## config.mk

```make
export PLATFORM = sky130hd
export DESIGN_NAME = arm_banked_regfile
export DESIGN_NICKNAME = d
export VERILOG_FILES = /design/src/rtl/arm_banked_regfile.sv
export SDC_FILE = /design/constraint.sdc
export NUM_CORES = 2
export LEC_CHECK = 0
export ABC_CLOCK_PERIOD_IN_PS = 4050
export CORE_MARGIN = 2
export CORE_UTILIZATION = 65
export DETAILED_ROUTE_END_ITERATION = 10
export PLACE_DENSITY = 0.86
export SLEW_MARGIN = 20
export SYNTH_ARGS = -nofsm -noshare
export SYNTH_HDL_FRONTEND = slang
export SYNTH_SLANG_ARGS = --single-unit
```

## constraint.sdc

```tcl
create_clock -name clk -period 4.05 [get_ports clk]
set_input_delay 0.405 -clock clk [delete_from_list [all_inputs] [get_ports clk]]
set_output_delay 0.405 -clock clk [all_outputs]
set_load 0.05 [all_outputs]
```

## src/rtl/arm_banked_regfile.sv

```systemverilog
// ARM register file with CPSR-mode banking, NUM_RD combinational read ports,
// masked CPSR/SPSR access and an atomic exception-entry sequencer.
module arm_banked_regfile #(
  parameter int unsigned       DATA_W   = 32,
  parameter int unsigned       NUM_RD   = 3,
  parameter logic [DATA_W-1:0] RESET_PC = '0,
  parameter logic [DATA_W-1:0] VEC_BASE = '0
) (
  input  logic                     clk,
  input  logic                     rst_n,
  input  logic [4*NUM_RD-1:0]      rd_addr,
  output logic [DATA_W*NUM_RD-1:0] rd_data,
  input  logic                     wr_en,
  input  logic [3:0]               wr_addr,
  input  logic [DATA_W-1:0]        wr_data,
  input  logic                     pc_inc,
  input  logic                     pc_we,
  input  logic [DATA_W-1:0]        pc_wdata,
  output logic [DATA_W-1:0]        pc_out,
  input  logic                     cpsr_we,
  input  logic [31:0]              cpsr_wdata,
  input  logic [31:0]              cpsr_mask,
  output logic [31:0]              cpsr_out,
  input  logic                     spsr_we,
  input  logic [31:0]              spsr_wdata,
  output logic [31:0]              spsr_out,
  input  logic                     exc_req,
  input  logic [2:0]               exc_type,
  input  logic [DATA_W-1:0]        exc_ret_addr,
  output logic                     exc_busy,
  output logic                     exc_done
);

  typedef enum logic [1:0] {IDLE, SAVE, SWITCH, DONE} state_t;

  localparam logic [31:0]       CPSR_RST = 32'h0000_00D3;
  localparam logic [DATA_W-1:0] PC_FOUR  = DATA_W'(4);
  localparam logic [DATA_W-1:0] PC_EIGHT = DATA_W'(8);

  // Bank index: 0 usr/sys (and unknown encodings), 1 fiq, 2 irq, 3 svc, 4 abt, 5 und
  function automatic logic [2:0] bank_of(input logic [4:0] m);
    case (m)
      5'b10001: bank_of = 3'd1;
      5'b10010: bank_of = 3'd2;
      5'b10011: bank_of = 3'd3;
      5'b10111: bank_of = 3'd4;
      5'b11011: bank_of = 3'd5;
      default:  bank_of = 3'd0;
    endcase
  endfunction

  function automatic logic [4:0] mode_of_type(input logic [2:0] t);
    case (t)
      3'd1:       mode_of_type = 5'b11011;
      3'd3, 3'd4: mode_of_type = 5'b10111;
      3'd6:       mode_of_type = 5'b10010;
      3'd7:       mode_of_type = 5'b10001;
      default:    mode_of_type = 5'b10011;
    endcase
  endfunction

  logic [DATA_W-1:0] r_low    [0:7];
  logic [DATA_W-1:0] r_hi_usr [8:12];
  logic [DATA_W-1:0] r_hi_fiq [8:12];
  logic [DATA_W-1:0] r13      [0:5];
  logic [DATA_W-1:0] r14      [0:5];
  logic [31:0]       spsr     [0:5];
  logic [DATA_W-1:0] pc_q;
  logic [31:0]       cpsr_q;
  logic [2:0]        type_q;
  logic [DATA_W-1:0] ret_q;
  logic              done_q;
  state_t            state_q, state_d;

  logic              busy;
  logic              exc_accept;
  logic [2:0]        cur_bank;
  logic              cur_fiq;
  logic [4:0]        tgt_mode;
  logic [2:0]        tgt_bank;
  logic              tgt_f;
  logic [DATA_W-1:0] vec_pc;
  logic [3:0]        ra;

  assign busy       = (state_q != IDLE);
  assign exc_accept = (state_q == IDLE) && exc_req && (exc_type != 3'd5);
  assign cur_bank   = bank_of(cpsr_q[4:0]);
  assign cur_fiq    = (cur_bank == 3'd1);
  assign tgt_mode   = mode_of_type(type_q);
  assign tgt_bank   = bank_of(tgt_mode);
  assign tgt_f      = (type_q == 3'd0) || (type_q == 3'd7) || cpsr_q[6];
  // Vector offsets are exactly exc_type * 4
  assign vec_pc     = VEC_BASE + {{(DATA_W-5){1'b0}}, type_q, 2'b00};

  assign pc_out   = pc_q;
  assign cpsr_out = cpsr_q;
  assign spsr_out = (cur_bank == 3'd0) ? 32'h0 : spsr[cur_bank];
  assign exc_busy = busy;
  assign exc_done = done_q;

  always_comb begin
    rd_data = '0;
    ra      = '0;
    for (int k = 0; k < int'(NUM_RD); k++) begin
      ra = rd_addr[4*k +: 4];
      case (ra)
        4'd13:   rd_data[DATA_W*k +: DATA_W] = r13[cur_bank];
        4'd14:   rd_data[DATA_W*k +: DATA_W] = r14[cur_bank];
        4'd15:   rd_data[DATA_W*k +: DATA_W] = pc_q + PC_EIGHT;
        default: begin
          if (ra < 4'd8)
            rd_data[DATA_W*k +: DATA_W] = r_low[ra[2:0]];
          else if (cur_fiq)
            rd_data[DATA_W*k +: DATA_W] = r_hi_fiq[ra];
          else
            rd_data[DATA_W*k +: DATA_W] = r_hi_usr[ra];
        end
      endcase
    end
  end

  always_comb begin
    state_d = state_q;
    case (state_q)
      IDLE:    if (exc_accept) state_d = SAVE;
      SAVE:    state_d = SWITCH;
      SWITCH:  state_d = DONE;
      default: state_d = IDLE;
    endcase
  end

  always_ff @(posedge clk or negedge rst_n) begin
    if (!rst_n) begin
      state_q <= IDLE;
      done_q  <= 1'b0;
    end else begin
      state_q <= state_d;
      done_q  <= (state_d == DONE);
    end
  end

  // Writes use the bank selected by the CPSR value present before the edge
  always_ff @(posedge clk or negedge rst_n) begin
    if (!rst_n) begin
      for (int i = 0; i < 8; i++) r_low[i] <= '0;
      for (int i = 8; i < 13; i++) begin
        r_hi_usr[i] <= '0;
        r_hi_fiq[i] <= '0;
      end
      for (int i = 0; i < 6; i++) begin
        r13[i]  <= '0;
        r14[i]  <= '0;
        spsr[i] <= '0;
      end
      pc_q   <= RESET_PC;
      cpsr_q <= CPSR_RST;
      type_q <= '0;
      ret_q  <= '0;
    end else begin
      if (!busy) begin
        if (wr_en) begin
          case (wr_addr)
            4'd13:   r13[cur_bank] <= wr_data;
            4'd14:   r14[cur_bank] <= wr_data;
            4'd15:   ;
            default: begin
              if (wr_addr < 4'd8)  r_low[wr_addr[2:0]] <= wr_data;
              else if (cur_fiq)    r_hi_fiq[wr_addr]   <= wr_data;
              else                 r_hi_usr[wr_addr]   <= wr_data;
            end
          endcase
        end
        if (spsr_we && (cur_bank != 3'd0)) spsr[cur_bank] <= spsr_wdata;
        if (cpsr_we) cpsr_q <= (cpsr_q & ~cpsr_mask) | (cpsr_wdata & cpsr_mask);
        if (pc_we)                          pc_q <= pc_wdata;
        else if (wr_en && wr_addr == 4'd15) pc_q <= wr_data;
        else if (pc_inc)                    pc_q <= pc_q + PC_FOUR;
      end
      if (exc_accept) begin
        type_q <= exc_type;
        ret_q  <= exc_ret_addr;
      end
      if (state_q == SAVE) begin
        spsr[tgt_bank] <= cpsr_q;
        r14[tgt_bank]  <= ret_q;
      end
      if (state_q == SWITCH) begin
        cpsr_q <= {cpsr_q[31:8], 1'b1, tgt_f, 1'b0, tgt_mode};
        pc_q   <= vec_pc;
      end
    end
  end

endmodule

```

# Word level (Yosys, flattened, before mapping)

Cells that the tools add are included.

Input bits: 219
Flip-flop bits (word level): 1,254
Output and inout bits: 194
Logic and storage cells: 223

Magnitude comparators: 18
Reduce and logical (&&, ||, !) cells: 26
Add/sub/neg operators: 2
Bitwise operators: 19
Mux-type cells: 82
Eq/ne operators: 33

Operators with widths:

| kind                  | number |
|---|---|
| $mux 192              | 7 |
| $mux 32               | 40 |
| $bwmux 192            | 5 |
| $bmux 32 s4           | 6 |
| $bmux 32 s3           | 6 |
| $bwmux 160            | 2 |
| $demux 32 s3          | 3 |
| $pmux 32 s3           | 3 |
| $bwmux 256            | 1 |
| $demux 32 s4          | 1 |
| $and 32x32->32        | 2 |
| $eq 5x5->1 const B    | 10 |
| $eq 4x4->1 const B    | 12 |
| $add 32x3->32 const B | 1 |
| $add 32x4->32 const B | 1 |
| $not 32->32           | 1 |
| $or 32x32->32         | 1 |
| $pmux 3 s5            | 2 |
| $ge 4x4->1 const B    | 6 |
| $mux 8                | 3 |
| $not 3->4             | 6 |
| $ge 5x5->1 const B    | 4 |
| $not 4->5             | 4 |
| $lt 4x4->1 const B    | 4 |
| other kinds (26)      | 49 |

# Longest topological paths before layout

Depth after elaboration: 13
Gate-level depth with buffers: 14
Gate-level depth less buffers: 11

# Worst setup path after synthesis

OpenSTA, ideal clock, no wires.

Kind: register to output
From: register (tool-made name)
To: output port rd_data[3]
Stages on the path, launching flop included: 9
Data required time: 3,645 ps
Arrival: 3,720 ps
Path slack: -75 ps
Path through: dfstp_2 buf_4 buf_6 xor2_2 nor2_1 clkbuf_1 a21oi_1 a22o_1 o311ai_0

RTL lines:

| what          | RTL line | source |
|---|---|---|
| end, declared | 12       | `output logic [DATA_W*NUM_RD-1:0] rd_data,` |

==> impl_metrics.csv <==
group,metric,value,unit
timing,tightest_slew,1.302,ns
detailed_routing,vias_per_cell,7.844,
logic_synthesis,synth_adder_area_share,0.1945,%
worst_setup_path,cp.depth,9,
final_layout,drive_above_1_share,33.83,%
placed_design,io_buffers,412,
logic_synthesis,yosys_warnings,0,
worst_setup_path,crit_family,"compound AO/OA/AOI/OAI gates",
logic_synthesis,yosys_most_used_dff,"dfrtp_1",
clock_tree,clock_sinks,1222,
clock_tree,cts_tree,"built",
worst_setup_path,reg2reg_slack,0.62,ns
final_layout,layout_common_cells,"1212 x dfrtp_1, 865 x mux2_2, 614 x nand2_1, 564 x mux2i_1, 472 x buf_4",
run,maxCapViolCount,0,
timing,setup_viol,57,
final_layout,syn_to_final_growth,21.89,%
worst_setup_path,crit_required,3.64,ns
floorplan,core_area,108400,µm²
grt,grt_pass1_vias,62920,
floorplan,fp.dieArea,111500,µm²
clock_tree,clock_path_buffers,3,
clock_tree,clock_latency,0.80,ns
logic_synthesis,syn_nets,6513,
grt,overflow,0,
timing,finalCritPeriodShare,106.0,%
floorplan,rows,121,
worst_setup_path,timing.critical_path.mode_cell,"buf_4",
grt,grt_start_max_net_pins,135,
timing,fin_setup_tns,-3.742,ns
logic_synthesis,syn_inst,6283,
final_layout,design_area,86280,µm²
timing,relSlewSlack,12.87,%
floorplan,dieHeight,334.0,µm
detailed_routing,dr.pass1.iters,9,
pwr,irDropWorstVdd,0.8232,mV
logic_synthesis,synthSimpleGateAreaFrac,7.693,%
placed_design,post_dp_cell_area,79420,µm²
detailed_routing,ant_nets,0,
floorplan,num_io_pins,413,
outcome,status,"finished, violations left",
detailed_routing,wl_per_cell,38.17,µm
worst_setup_path,endpoint_kind,"primary output",
logic_synthesis,synthesis.area,70780,µm²
worst_setup_path,crit_buf_inv,4,
placed_design,place_congestion,1.076,
grt,grt_pass1_wl,446400,µm
placed_design,dp_slack,0.3123,ns
detailed_routing,num_vias,65290,
worst_setup_path,path_max_fanout,16,
logic_synthesis,yosys-mux-area-fraction,31.80,%
worst_setup_path,r2r_cells,11,
worst_setup_path,crit_path_end,"rd_data[63]",
final_layout,fin_nets,7017,
logic_synthesis,ys_ff_latch,1222,
timing,fin_ws,-0.2415,ns
grt,antenna_found_initial,25,
worst_setup_path,path_cells,"buf_4, nor2b_1, buf_4, a22oi_1, o21ai_1, o221ai_4, a221oi_2, buf_4, buf_12",
timing,hold_viol,0,
placed_design,dp_hpwl,211700,µm
worst_setup_path,cpMaxStageDelayCell,"nor2b_1",
timing,skew,0.01988,ns
worst_setup_path,r2r-end,"spsr[69]",
detailed_routing,drc_errors,0,
clock_tree,clkTransAtPathRegs,0.07,ns
outcome,failed_checks,"negative setup slack",
logic_synthesis,avgSynthCellArea,11.27,µm²
hold_path,min-delay-start,"cpsr_wdata[5]",
logic_synthesis,ys_types,101,
worst_setup_path,critPathMaxStageDelay,0.52,ns
floorplan,start_util,65.30,%
clock_tree,cts_root_buf,"clkbuf_16",
logic_synthesis,synthArstFlopShare,100.0,%
worst_setup_path,startpoint_type,"register",
hold_path,worstHoldPathType,"in -> reg",
logic_synthesis,synth_edf_count,0,
worst_setup_path,arrival,3.89,ns
worst_setup_path,crit_type,"reg -> out",
grt,grt_util_all_layers,55.69,%
floorplan,dieWidth,334.0,µm
timing,rsz0062_at_grt,"true",
pwr,leakage,0.03726,µW
logic_synthesis,synth_compound_area_share,12.55,%
detailed_routing,drtIter0Drc,11520,
logic_synthesis,yosysSeqAreaShare,43.21,%
clock_tree,htree_levels,4,
timing,fmax,233.0,MHz
timing,timing.hold.ws,0.1954,ns
final_layout,layout_commonest_cell,"dfrtp_1",
clock_tree,cts_buffers,134,
detailed_routing,wirelength,317700,µm
timing,drv_slew,0,
logic_synthesis,synth-xor-area-share,0.4932,%
timing,period_needed,4.292,ns
logic_synthesis,synth_top_family_by_area,"multiplexers",
pwr,power_density,817.7,nW/µm²
==> how the worst min path moves through the flow <==
stage,to,cells past startpoint
after global placement,r13[131],1
after global routing,cpsr_out[5],3
final,cpsr_out[5],3
after detailed placement,r13[149],1
after CTS,cpsr_out[5],3
after floorplan,asynchronous set/reset pin,0
==> synthesized netlist by cell type (34+ instances only) <==
cell type,number,area [µm²]
a211oi_1,56,420.4
a21oi_1,210,1051
a22oi_1,55,412.9
buf_2,170,850.8
buf_4,45,337.8
clkbuf_1,339,1272
dfrtp_1,1217,30450
inv_1,34,127.6
mux2_2,864,9729
mux2i_1,587,5876
mux4_2,292,6576
nand2_1,626,2350
nand3_1,62,310.3
nor2_1,257,964.7
nor3_1,64,320.3
o211ai_1,51,382.9
o21ai_0,311,1556
o21ai_1,176,880.8
o221ai_1,42,367.9
o22ai_1,137,857.1
or3_1,39,244.0
==> kinds of logic after synthesis <==
kind of cell | after synthesis
flip-flops | 1222
AND/OR/NAND/NOR | 1225
AO/OA/AOI/OAI | 1376
multiplexers | 1772
adder cells (fa/ha/maj) | 11
XOR/XNOR | 39
buffers and inverters | 638
==> what timing repair did <==
item	in CTS	in global routing
gates cloned	5	6
setup buffers	23	42
hold buffers	1	0
setup endpoints to repair	93	83
gates resized for setup	90	183
hold endpoints to repair	105	0
pin swaps	15	60
==> worst register-to-register path: stages (launching register included) <==
cell      delay (ns)
dfrtp_1         0.41
buf_4           0.26
and2_2          0.42
o211ai_4        0.17
buf_6           0.16
buf_4           0.16
nand3_1         0.09
buf_4           0.17
or2_2           0.65
buf_4           0.44
mux2i_1         0.28
o21ai_1         0.09
==> metrics by stage <==
stage / total power [µW] / utilization [%] / instances
after floorplan: 38810 / - / 6283
after global placement: 51770 / 73.27 / 7989
after detailed placement: 52900 / 73.27 / 7989
after CTS: 66860 / 78.23 / 8258
after global routing: 71840 / 79.56 / 8310
final: 70550 / 79.59 / 8323
==> power by group <==
group	internal, µW	leakage, µW	switching (µW)
registers	16700	0.0158	4510
clock network	7590	0.00227	5480
logic	14900	0.0192	21400
total	39200	0.0373	31400
==> sequential cells by signal (all words and copies together), names as in the netlist, 3 cells and up, named ones only <==
register	flops
r14	192
ret_q	32
r13	192
r_low	256
pc_out	32
r_hi_fiq	160
cpsr_out	3
spsr	160
r_hi_usr	160
type_q	3
==> routing by layer <==
| metal | global-route usage (%) | up-vias | routed length [µm] |
|---|---|---|---|
| li1 | - | 24560 | - |
| met1 | 69.74 | 31990 | 104100 |
| met2 | 76.39 | 6756 | 127400 |
| met3 | 25.01 | 1955 | 54750 |
| met4 | 39.88 | 24 | 31200 |
| met5 | 0.9987 | - | 278 |
==> cell type report <==
cell class                      count  area, µm²
Sequential cell                  1222      30600
Tap cell                         1414       1769
Inverter                           37      141.4
Clock buffer                      195       3945
Fill cell                        6188      22120
Multi-Input combinational cell   4425      38690
Timing Repair Buffer              967      10410
Antenna cell                       18      45.04
Clock inverter                     45      684.4
(Power assumes the default switching activity.)
